<file path="src/rtl/lpddr3_rx_align_pkg.sv">
// Shared types and helpers for the LPDDR3 DQ receive-side read-training block.
package lpddr3_rx_align_pkg;

  typedef enum logic [3:0] {
    ST_IDLE,
    ST_LOAD,
    ST_SETTLE,
    ST_CHECK,
    ST_STEP,
    ST_CENTER,
    ST_FSETTLE,
    ST_FCHECK,
    ST_DONE,
    ST_FAIL
  } state_t;

  // Default training word; all eight rotations are distinct, so the
  // rotation that matches it is unambiguous.
  localparam logic [7:0] DEFAULT_PATTERN = 8'h1D;

  // Width of the delay-line tap counter.
  function automatic int tap_width(input int taps);
    return (taps > 1) ? $clog2(taps) : 1;
  endfunction

endpackage

</file>
<file path="src/rtl/lpddr3_rx_word_rotator.sv">
// Word rotator: keeps the previous deserialised word, selects the 8-bit
// window W_sel out of {current, previous}, and finds the lowest rotation
// whose window equals the training pattern.
module lpddr3_rx_word_rotator
  import lpddr3_rx_align_pkg::*;
#(
  parameter logic [7:0] PATTERN = DEFAULT_PATTERN
) (
  input  logic       clk,
  input  logic       rst_n,
  input  logic [7:0] data_in,
  input  logic [2:0] sel,
  output logic [7:0] word_sel,
  output logic       match,
  output logic [2:0] match_k
);

  logic [7:0]  prev;
  logic [15:0] stream;

  // Previous word register; bit 0 of prev is the earliest bit in the window.
  always_ff @(posedge clk or negedge rst_n) begin
    if (!rst_n) prev <= '0;
    else        prev <= data_in;
  end

  assign stream   = {data_in, prev};
  assign word_sel = stream[sel +: 8];

  // Lowest-k match search: scanning downwards lets the smallest k win.
  always_comb begin
    match   = 1'b0;
    match_k = '0;
    for (int k = 7; k >= 0; k--) begin
      if (stream[k +: 8] == PATTERN) begin
        match   = 1'b1;
        match_k = 3'(k);
      end
    end
  end

endmodule

</file>
<file path="src/rtl/lpddr3_dq_rx_align.sv">
// LPDDR3 DQ lane read training and word alignment.
// Sweeps the IOD delay line to find the passing window of the training
// pattern, centres the delay in it, resolves the word rotation, then
// presents aligned read data.
// Optional build macro LPDDR3_RX_ALIGN_ERRCNT_EN adds MON_EN / ERR_CNT, a
// saturating count of aligned words that differ from the pattern in DONE.
module lpddr3_dq_rx_align
  import lpddr3_rx_align_pkg::*;
#(
  parameter logic [7:0] TRAIN_PATTERN = DEFAULT_PATTERN,
  parameter int         DELAY_TAPS    = 128,
  parameter int         SETTLE_CYCLES = 8,
  parameter int         MATCH_CYCLES  = 16
) (
  input  logic       FAB_CLK,
  input  logic       ARST_N,
  input  logic       TRAIN_START,
  input  logic [7:0] RX_DATA,
  input  logic       DELAY_LINE_OUT_OF_RANGE,
  output logic       DELAY_LINE_LOAD,
  output logic       DELAY_LINE_MOVE,
  output logic       DELAY_LINE_DIRECTION,
  output logic [7:0] RX_DATA_OUT,
  output logic       RX_VALID,
  output logic       TRAIN_DONE,
  output logic       TRAIN_FAIL,
  output logic [7:0] WIN_START,
  output logic [7:0] WIN_END,
  output logic [7:0] TAP_CENTER,
  output logic [2:0] SLIP
`ifdef LPDDR3_RX_ALIGN_ERRCNT_EN
  ,
  input  logic        MON_EN,
  output logic [15:0] ERR_CNT
`endif
);

  localparam int TAP_W   = tap_width(DELAY_TAPS);
  localparam int CNT_MAX = (SETTLE_CYCLES > MATCH_CYCLES) ? SETTLE_CYCLES : MATCH_CYCLES;
  localparam int CNT_W   = $clog2(CNT_MAX + 1);

  state_t           state, state_nx;
  logic [CNT_W-1:0] cnt;
  logic [TAP_W-1:0] tap;
  logic             edge0, oor_seen, chk_ok, phase;
  logic [2:0]       chk_k, slip;
  logic [7:0]       win_start, win_end, tap_center, data_out_p1;

  logic [7:0]       word_sel;
  logic             match;
  logic [2:0]       match_k;
  logic             first, k_ok, last_chk, last_set, oor_now, tap_max, at_center, start_ok;
  logic [8:0]       win_sum;
  logic [7:0]       center_calc, tap8;

  lpddr3_rx_word_rotator #(.PATTERN(TRAIN_PATTERN)) u_rot (
    .clk     (FAB_CLK),
    .rst_n   (ARST_N),
    .data_in (RX_DATA),
    .sel     (slip),
    .word_sel(word_sel),
    .match   (match),
    .match_k (match_k)
  );

  assign first       = (cnt == '0);
  assign k_ok        = first ? match : (chk_ok && match && (match_k == chk_k));
  assign last_chk    = (cnt == CNT_W'(MATCH_CYCLES - 1));
  assign last_set    = (cnt == CNT_W'(SETTLE_CYCLES - 1));
  assign oor_now     = oor_seen | DELAY_LINE_OUT_OF_RANGE;
  assign tap_max     = (tap == TAP_W'(DELAY_TAPS - 1));
  assign win_sum     = {1'b0, win_start} + {1'b0, win_end};
  assign center_calc = win_sum[8:1];
  assign at_center   = (tap == center_calc[TAP_W-1:0]);
  assign tap8        = 8'(tap);
  assign start_ok    = TRAIN_START &&
                       (state == ST_IDLE || state == ST_DONE || state == ST_FAIL);

  // Next-state logic for the training sequencer.
  always_comb begin
    state_nx = state;
    case (state)
      ST_IDLE, ST_DONE, ST_FAIL: if (TRAIN_START) state_nx = ST_LOAD;
      ST_LOAD:    state_nx = ST_SETTLE;
      ST_SETTLE:  if (last_set) state_nx = ST_CHECK;
      ST_CHECK: begin
        if (last_chk) begin
          if (!k_ok && edge0)          state_nx = ST_CENTER;
          else if (tap_max || oor_now) state_nx = (edge0 || k_ok) ? ST_CENTER : ST_FAIL;
          else                         state_nx = ST_STEP;
        end
      end
      ST_STEP:    state_nx = ST_SETTLE;
      ST_CENTER:  if (!phase && at_center) state_nx = ST_FSETTLE;
      ST_FSETTLE: if (last_set) state_nx = ST_FCHECK;
      ST_FCHECK:  if (last_chk) state_nx = k_ok ? ST_DONE : ST_FAIL;
      default:    state_nx = ST_IDLE;
    endcase
  end

  // Sequencer state, tap tracking, window capture and rotation result.
  always_ff @(posedge FAB_CLK or negedge ARST_N) begin
    if (!ARST_N) begin
      state      <= ST_IDLE;
      cnt        <= '0;
      tap        <= '0;
      edge0      <= 1'b0;
      oor_seen   <= 1'b0;
      chk_ok     <= 1'b0;
      chk_k      <= '0;
      phase      <= 1'b0;
      win_start  <= '0;
      win_end    <= '0;
      tap_center <= '0;
      slip       <= '0;
    end else begin
      state    <= state_nx;
      cnt      <= (state_nx != state) ? '0 : cnt + 1'b1;
      oor_seen <= (state == ST_LOAD || state == ST_STEP) ? 1'b0 : oor_now;
      phase    <= (state == ST_CENTER) ? (!phase && !at_center) : 1'b0;
      if (state == ST_CHECK || state == ST_FCHECK) begin
        chk_ok <= k_ok;
        if (first) chk_k <= match_k;
      end
      case (state)
        ST_IDLE, ST_DONE, ST_FAIL: begin
          if (TRAIN_START) begin
            tap   <= '0;
            edge0 <= 1'b0;
          end
        end
        ST_CHECK: begin
          if (last_chk && k_ok) begin
            if (!edge0) begin
              win_start <= tap8;
              edge0     <= 1'b1;
            end
            win_end <= tap8;
          end
        end
        ST_STEP:   tap <= tap + 1'b1;
        ST_CENTER: begin
          tap_center <= center_calc;
          if (!phase && !at_center) tap <= tap - 1'b1;
        end
        ST_FCHECK: if (last_chk && k_ok) slip <= match_k;
        default: ;
      endcase
    end
  end

  // Aligned data stage: one register after the rotator, same latency for any slip.
  always_ff @(posedge FAB_CLK or negedge ARST_N) begin
    if (!ARST_N) data_out_p1 <= '0;
    else         data_out_p1 <= word_sel;
  end

`ifdef LPDDR3_RX_ALIGN_ERRCNT_EN
  logic [15:0] err_cnt;

  // Saturating count of aligned words that differ from the pattern after training.
  always_ff @(posedge FAB_CLK or negedge ARST_N) begin
    if (!ARST_N)                   err_cnt <= '0;
    else if (start_ok)             err_cnt <= '0;
    else if (state == ST_DONE && MON_EN && word_sel != TRAIN_PATTERN &&
             err_cnt != 16'hFFFF)  err_cnt <= err_cnt + 16'd1;
  end

  assign ERR_CNT = err_cnt;
`else
  logic unused_start_ok;
  assign unused_start_ok = start_ok;
`endif

  assign DELAY_LINE_LOAD      = (state == ST_LOAD);
  assign DELAY_LINE_MOVE      = (state == ST_STEP) ||
                                (state == ST_CENTER && !phase && !at_center);
  assign DELAY_LINE_DIRECTION = (state == ST_STEP);
  assign RX_DATA_OUT          = data_out_p1;
  assign RX_VALID             = (state == ST_DONE);
  assign TRAIN_DONE           = (state == ST_DONE);
  assign TRAIN_FAIL           = (state == ST_FAIL);
  assign WIN_START            = win_start;
  assign WIN_END              = win_end;
  assign TAP_CENTER           = tap_center;
  assign SLIP                 = slip;

endmodule
</file>
<file path="config.mk">
export PLATFORM = sky130hd
export DESIGN_NAME = lpddr3_dq_rx_align
export DESIGN_NICKNAME = d
export VERILOG_FILES = /design/src/rtl/lpddr3_rx_align_pkg.sv /design/src/rtl/lpddr3_rx_word_rotator.sv /design/src/rtl/lpddr3_dq_rx_align.sv
export SDC_FILE = /design/constraint.sdc
export NUM_CORES = 1
export LEC_CHECK = 0
export BUFFER_PORTS_ARGS = -buffer_cell sky130_fd_sc_hd__buf_4
export CORE_MARGIN = 8
export CORE_UTILIZATION = 50
export DETAILED_ROUTE_END_ITERATION = 10
export GPL_TIMING_DRIVEN = 0
export PLACE_DENSITY = 0.74
export SETUP_SLACK_MARGIN = 0.1
export SKIP_LAST_GASP = 1
export SLEW_MARGIN = 10
export SYNTH_ARGS = -nofsm -noshare
export SYNTH_HDL_FRONTEND = slang
export SYNTH_SLANG_ARGS = --single-unit
export TNS_END_PERCENT = 10
</file>
<file path="constraint.sdc">
create_clock -name FAB_CLK -period 2.85 [get_ports FAB_CLK]
set_clock_uncertainty 0.05 [all_clocks]
set_input_delay 0.285 -clock FAB_CLK [delete_from_list [all_inputs] [get_ports FAB_CLK]]
set_output_delay 0.285 -clock FAB_CLK [all_outputs]
set_load 0.05 [all_outputs]
</file>
## Yosys cells after proc, flatten, opt, wreduce, memory -nomap -nowiden

Cells that the tools add are included.

| cells by class | value |
|---|---|
| add/sub/neg operators | 4 |
| multiply operators | 0 |
| div/mod/pow operators | 0 |
| magnitude comparators | 0 |
| equality and inequality tests | 26 |
| shift operators | 1 |
| multiplexer cells | 37 |
| bitwise operators | 2 |
| reduce and logical (&&, ||, !) cells | 28 |

Operators by type and width:

| operator | number |
|---|---|
| $eq 8x5->1 const B | 8 |
| $mux 4 | 9 |
| $pmux 4 s7 | 1 |
| $mux 3 | 8 |
| $pmux 7 s3 | 1 |
| $eq 4x3->1 const B | 4 |
| $shiftx 16x4->8 | 1 |
| $mux 1 | 14 |
| $mux 7 | 2 |
| $reduce_and 3->1 | 3 |
| $add 7x7->8 | 1 |
| $eq 4x2->1 const B | 2 |
| $eq 4x4->1 const B | 2 |
| $logic_and 1x1->1 | 8 |
| $add 7x1->7 const B | 1 |
| $eq 7x7->1 | 1 |
| $eq 7x7->1 const B | 1 |
| $sub 7x1->7 const B | 1 |
| $reduce_and 2->1 | 3 |
| $add 5x1->5 const B | 1 |
| $eq 5x3->1 const B | 1 |
| $eq 5x4->1 const B | 1 |
| $logic_not 5->1 | 1 |
| $logic_or 1x1->1 | 5 |
| other kinds (15) | 18 |

| storage, ports and cells | value |
|---|---|
| register bits | 64 |
| latch bits | 0 |
| RAM bits | 0 |
| bits in read-only memories | 0 |
| input bits | 12 |
| output and inout port bits | 41 |
| logic and storage cells | 112 |
| memories | 0 |

## Logic depth before layout (Yosys ltp)

| depth | value |
|---|---|
| depth in word-level cells | 20 |
| depth in mapped cells | 14 |
| mapped depth without buffers | 12 |

## Modules after synthesis

From an unflattened synthesis, not the netlist that was laid out.

| second synthesis, totals | value |
|---|---|
| cell total of the unflattened synthesis | 349 |
| area total of the unflattened synthesis | 3,870.0 sq um |

Modules (own cells, without submodules):

| module | instances | cells an instance | area each (sq um) | seq. area each (sq um) |
|---|---|---|---|---|
| lpddr3_dq_rx_align | 1 | 285 | 3,094.2 | 1,376.3 |
| lpddr3_rx_word_rotator | 1 | 64 | 775.7 | 200.2 |

## Least setup slack after synthesis

Ideal clock, no wire load.

| timing | value |
|---|---|
| path type | flip-flop to flip-flop |
| from | register state[3] |
| to | register tap[0] |
| setup time | 71 ps |
| arrival | 3,354 ps |
| data required time | 2,729 ps |
| path slack | -625 ps |
| stages on the path, launching flop included | 8 |
| buffers on the path | 1 |
| period minus slack after synthesis | 3,475 ps |
| path through | dfrtp_1 clkbuf_1 inv_1 nand2_1 nor3_1 nor4_1 a21oi_1 mux2_2 |

| on the way | value |
|---|---|
| elaborated cells on any way between the ends | 11 |
| those cells by class | 6 x eq/ne; 1 x mux; 4 x reduce/logical |

RTL lines:

| element | line | text |
|---|---|---|
| start: declaration | lpddr3_dq_rx_align.sv:42 | `state_t state, state_nx;` |
| start signal: assignment | lpddr3_dq_rx_align.sv:117 | `state <= state_nx;` |
| $eq 4x3->1 * | -- |  |
| named net DELAY_LINE_DIRECTION | lpddr3_dq_rx_align.sv:22 | `output logic DELAY_LINE_DIRECTION,` |
| $reduce_bool 3->1 (no source line) | -- |  |
| $reduce_and 3->1 (no source line) | -- |  |
| end signal: assignment | lpddr3_dq_rx_align.sv:141 | `ST_STEP: tap <= tap + 1'b1;` |
| end signal: assignment | lpddr3_dq_rx_align.sv:144 | `if (!phase && !at_center) tap <= tap - 1'b1;` |
| end: declaration | lpddr3_dq_rx_align.sv:44 | `logic [TAP_W-1:0] tap;` |

The timed path passes the listed nets; every way through them passes the cells marked *.
A chain may end at the register's enable or synchronous reset.

## Worst setup path after layout

| timing | value |
|---|---|
| from | register win_end[0] (netlist: WIN_END[0]) |
| to | output DELAY_LINE_MOVE |

| on the way | value |
|---|---|
| cells in the longest elaborated chain, start to end | 5 |

Ends and longest elaborated chain:

| element | line | text |
|---|---|---|
| start: declaration | lpddr3_dq_rx_align.sv:47 | `logic [7:0] win_start, win_end, tap_center, data_out_p1;` |
| start signal: assignment | lpddr3_dq_rx_align.sv:138 | `win_end <= tap8;` |
| $add 7x7->8 | lpddr3_dq_rx_align.sv:72 | `assign win_sum = {1'b0, win_start} + {1'b0, win_end};` |
| $eq 7x7->1 | lpddr3_dq_rx_align.sv:74 | `assign at_center = (tap == center_calc[TAP_W-1:0]);` |
| $logic_not 1->1 | lpddr3_dq_rx_align.sv:177 | `(state == ST_CENTER && !phase && !at_center);` |
| $logic_and 1x1->1 | lpddr3_dq_rx_align.sv:177 |  |
| $logic_or 1x1->1 | lpddr3_dq_rx_align.sv:176 | `assign DELAY_LINE_MOVE = (state == ST_STEP) \|\|` |
| end: declaration | lpddr3_dq_rx_align.sv:21 | `output logic DELAY_LINE_MOVE,` |

No other way between the ends.

==> results.md <==
* DR vias/cell at 5.56
* Status: complete, but fails checks
* Worst-Skew Late Latency at 330 ps
* Number of synthesized register bits at 63
* Most common cell after layout, fill and taps aside: buf_4
* Static leakage at 2.25 nW
* Complex-gate fraction of the synthesized area at 0.140
* Syn Inst Count at 392
* First-pass GRT wire length at 14800 um
* Period Utilization, post-route at 1.07
* CP delay by family, top: compound AO/OA/AOI/OAI gates
* IO Count at 53
* RSZ-0062 raised after global routing: yes
* XOR/XNOR share of the synthesized area at 0.0454
* Critical path fanouts, max at 3
* PortBufs at 49
* Via count at 3139
* Core area at 7650 um2
* Layout cells sized above 1 at 0.315
* Die extent in x at 104 um
* Synthesized-area fraction occupied by and/or/nand/nor cells at 0.206
* Slew @ Worst Pin at 780 ps
* Number of diodes at 0
* Worst min path class: primary input to async pin
* Syn avg cell area at 9.92 um2
* Setup WS pre-CTS at -683 ps
* Worst hold slack at -15.7 ps
* Slew Viols, Final at 0
* DR pass1 iterations at 5
* Post-synth EDFFs at 0
* Critical-path cell list: and2_4, fa_2, a211o_1, o21ai_2, xnor3_1, nor4b_4, o21a_1, a21oi_4, buf_6
* Starting DRT DRC Count at 122
* Total Routed Length at 8570 um
* GRT Residual Overflow at 0
* Total track usage at 0.162
* Final nets at 486
* DIE AREA at 10900 um2
* CTS clk-pin slew, worst paths at 70 ps
* Num CTS Buffers at 9
* Required @ worst endpoint at 2520 ps
* Slowest stage delay, CP at 400 ps
* Commonest non-fill, non-tap cells in the layout: 58 x buf_4, 57 x dfrtp_1, 51 x nand2_1
* Startpoint Class: flop
* CTS tree: yes
* Starting Density at 0.509
* Largest net degree at the start of global routing at 64
* Root buffer cell: clkbuf_8
* Die Ht at 104 um
* Vias in the first global route at 3085
* Residual DRC count at 0
* Fin. Hold Viols at 15
* Clock tree buffer depth at 2
* Yosys cell types at 57
* Setup Viol. Count Final at 6
* Ys flop type: dfrtp_1
* Row count at 32
* Routed Antenna Nets at 0
* Placer Congestion at 0.882
* Maximum vdd drop at 0.377 mV
* Initial antenna violation count at 0
* Ys async rst share at 1.00
* Worst Path Arrival at 2710 ps
* Crit-path slowest cell: dfrtp_2
* Worst rel slew slack at 0.480
* Setup crit end kind: primary output
* Post-route setup slack at -199 ps
* YS warnings at 0
* # clock sinks at 63
* Minimum clock period at 3050 ps
* Largest family of logic cells by synthesized area: simple AND/OR/NAND/NOR gates
* Final HPWL DP at 6330 um
* WP buf/inv at 1
* Type of the worst setup path: flop to primary output
* Failing checks: negative hold slack, negative setup slack
* CTS H-tree depth at 3
* Synth-to-Final Area Change at 21.8%
* Max Clk Rate at 0.328 GHz
* Register area share after synthesis at 0.405
* Per-cell routed wire length at 15.2 um
* PD cells at 535 nW/um2
* Post-Synth Adder-Cell Area at 0.0553
* Post-layout util at 0.620
* Syn Std Cell Area at 3890 um2
* Max-Cap Viols at 0
* Mux cell area share after synthesis at 0.113
* # fillers at 642
* Setup_tns at -800 ps
## per-layer routing
layer	vias up	track usage	share of wire
met4	0	0.0476	0.0077
met1	1527	0.222	0.49
met2	55	0.253	0.46
met5	-	0	0
li1	1549	-	-
met3	8	0.0310	0.037
## cell usage after synthesis, types with 4 or more instances
cell type   n  area, um2
a21o_1      7       52.6
a21oi_1    24        120
a22oi_1     4       30.0
and2_1      4       25.0
and4bb_2   10        125
buf_4       4       30.0
clkbuf_1   12       45.0
dfrtp_1    63       1580
ha_1       14        175
inv_1      13       48.8
mux2_2     26        293
mux2i_1     8       80.1
nand2_1    51        191
nand2b_1    4       25.0
nand3_1     8       40.0
nor2_1     26       97.6
nor3_1     14       70.1
nor4_1      4       25.0
o21a_1      4       30.0
o21ai_0    22        110
xnor2_1    10       87.6
xor2_1      5       43.8
## flip-flops by register name (all words and copies together) (netlist names)
signal	cells
RX_DATA_OUT	8
u_rot.prev	8
TAP_CENTER	7
WIN_END	7
WIN_START	7
tap	7
cnt	5
state	4
SLIP	3
chk_k	3
chk_ok	1
edge0	1
oor_seen	1
phase	1
## cell type report
| cell class | instances | area (um2) | share of cell area |
|---|---|---|---|
| buffer | 14 | 72.6 | 0.0153 |
| clock buffer | 10 | 138 | 0.0290 |
| clock inverter | 6 | 60.1 | 0.0127 |
| inverter | 14 | 57.6 | 0.0121 |
| multi-input combinational | 300 | 2270 | 0.480 |
| sequential | 63 | 1580 | 0.334 |
| tap | 102 | 128 | 0.0269 |
| timing repair buffer | 56 | 427 | 0.0900 |
## worst register-to-register path, delay by kind of cell, from the launching register on
family / cells / cell delay (ps)
muxes: 1 / 340
DFF: 1 / 400
and+or+nand+nor: 2 / 440
AOI/OAI and AO/OA: 4 / 1030
xor gates and xnor gates: 1 / 270
adders and majority gates: 1 / 370
## repair_timing
item,in CTS,in global routing
resized for setup,15,3
setup endpoints to repair,14,22
buffers inserted,3,3
hold buffers,1,0
endpoints found under the hold margin,1,0
pin swaps,3,2
## where the power goes
part / total [mW] / internal (mW) / switching, mW
sequential: 1.06 / 0.985 / 0.0788
combinational: 0.705 / 0.262 / 0.443
clock: 0.768 / 0.423 / 0.345
total: 2.54 / 1.67 / 0.867
## per-stage QoR
| step | hold WS [ps] | total power [mW] | instance area (um2) | cells |
|---|---|---|---|---|
| 6_report | -15.7 | 2.54 | 4740 | 565 |
| 5_1_grt | 10.6 | 2.70 | 4740 | 565 |
| 4_1_cts | 12.3 | 2.54 | 4700 | 563 |
| 3_3_place_gp | 344 | 1.74 | 4430 | 545 |
| 3_5_place_dp | 346 | 1.76 | 4430 | 545 |
| 2_1_floorplan | -60.6 | 1.58 | 3930 | 394 |
## worst paths after layout
path,start,to,slack (ps),cells past startpoint
setup / recovery,WIN_END[0],DELAY_LINE_MOVE,-200,9
hold / removal,ARST_N,tap[2],-20,1
setup reg to reg,WIN_END[0],tap[2],-160,9
hold reg to reg,TAP_CENTER[0],TAP_CENTER[0],430,2
max in group asynchronous,ARST_N,state[3],2200,1
min in group FAB_CLK,RX_DATA[6],u_rot.prev[6],30,1
## kinds of logic (layout without fill, tap and decap cells)
| family | after synthesis | in the layout |
|---|---|---|
| muxes | 37 | 37 |
| DFF | 63 | 63 |
| other | 1 | 3 |
| AOI/OAI and AO/OA | 84 | 84 |
| xor gates and xnor gates | 17 | 17 |
| and+or+nand+nor | 143 | 143 |
| adders and majority gates | 16 | 16 |
| buffers and inverters | 31 | 100 |
Note: power is estimated with default switching activity, not from simulation.
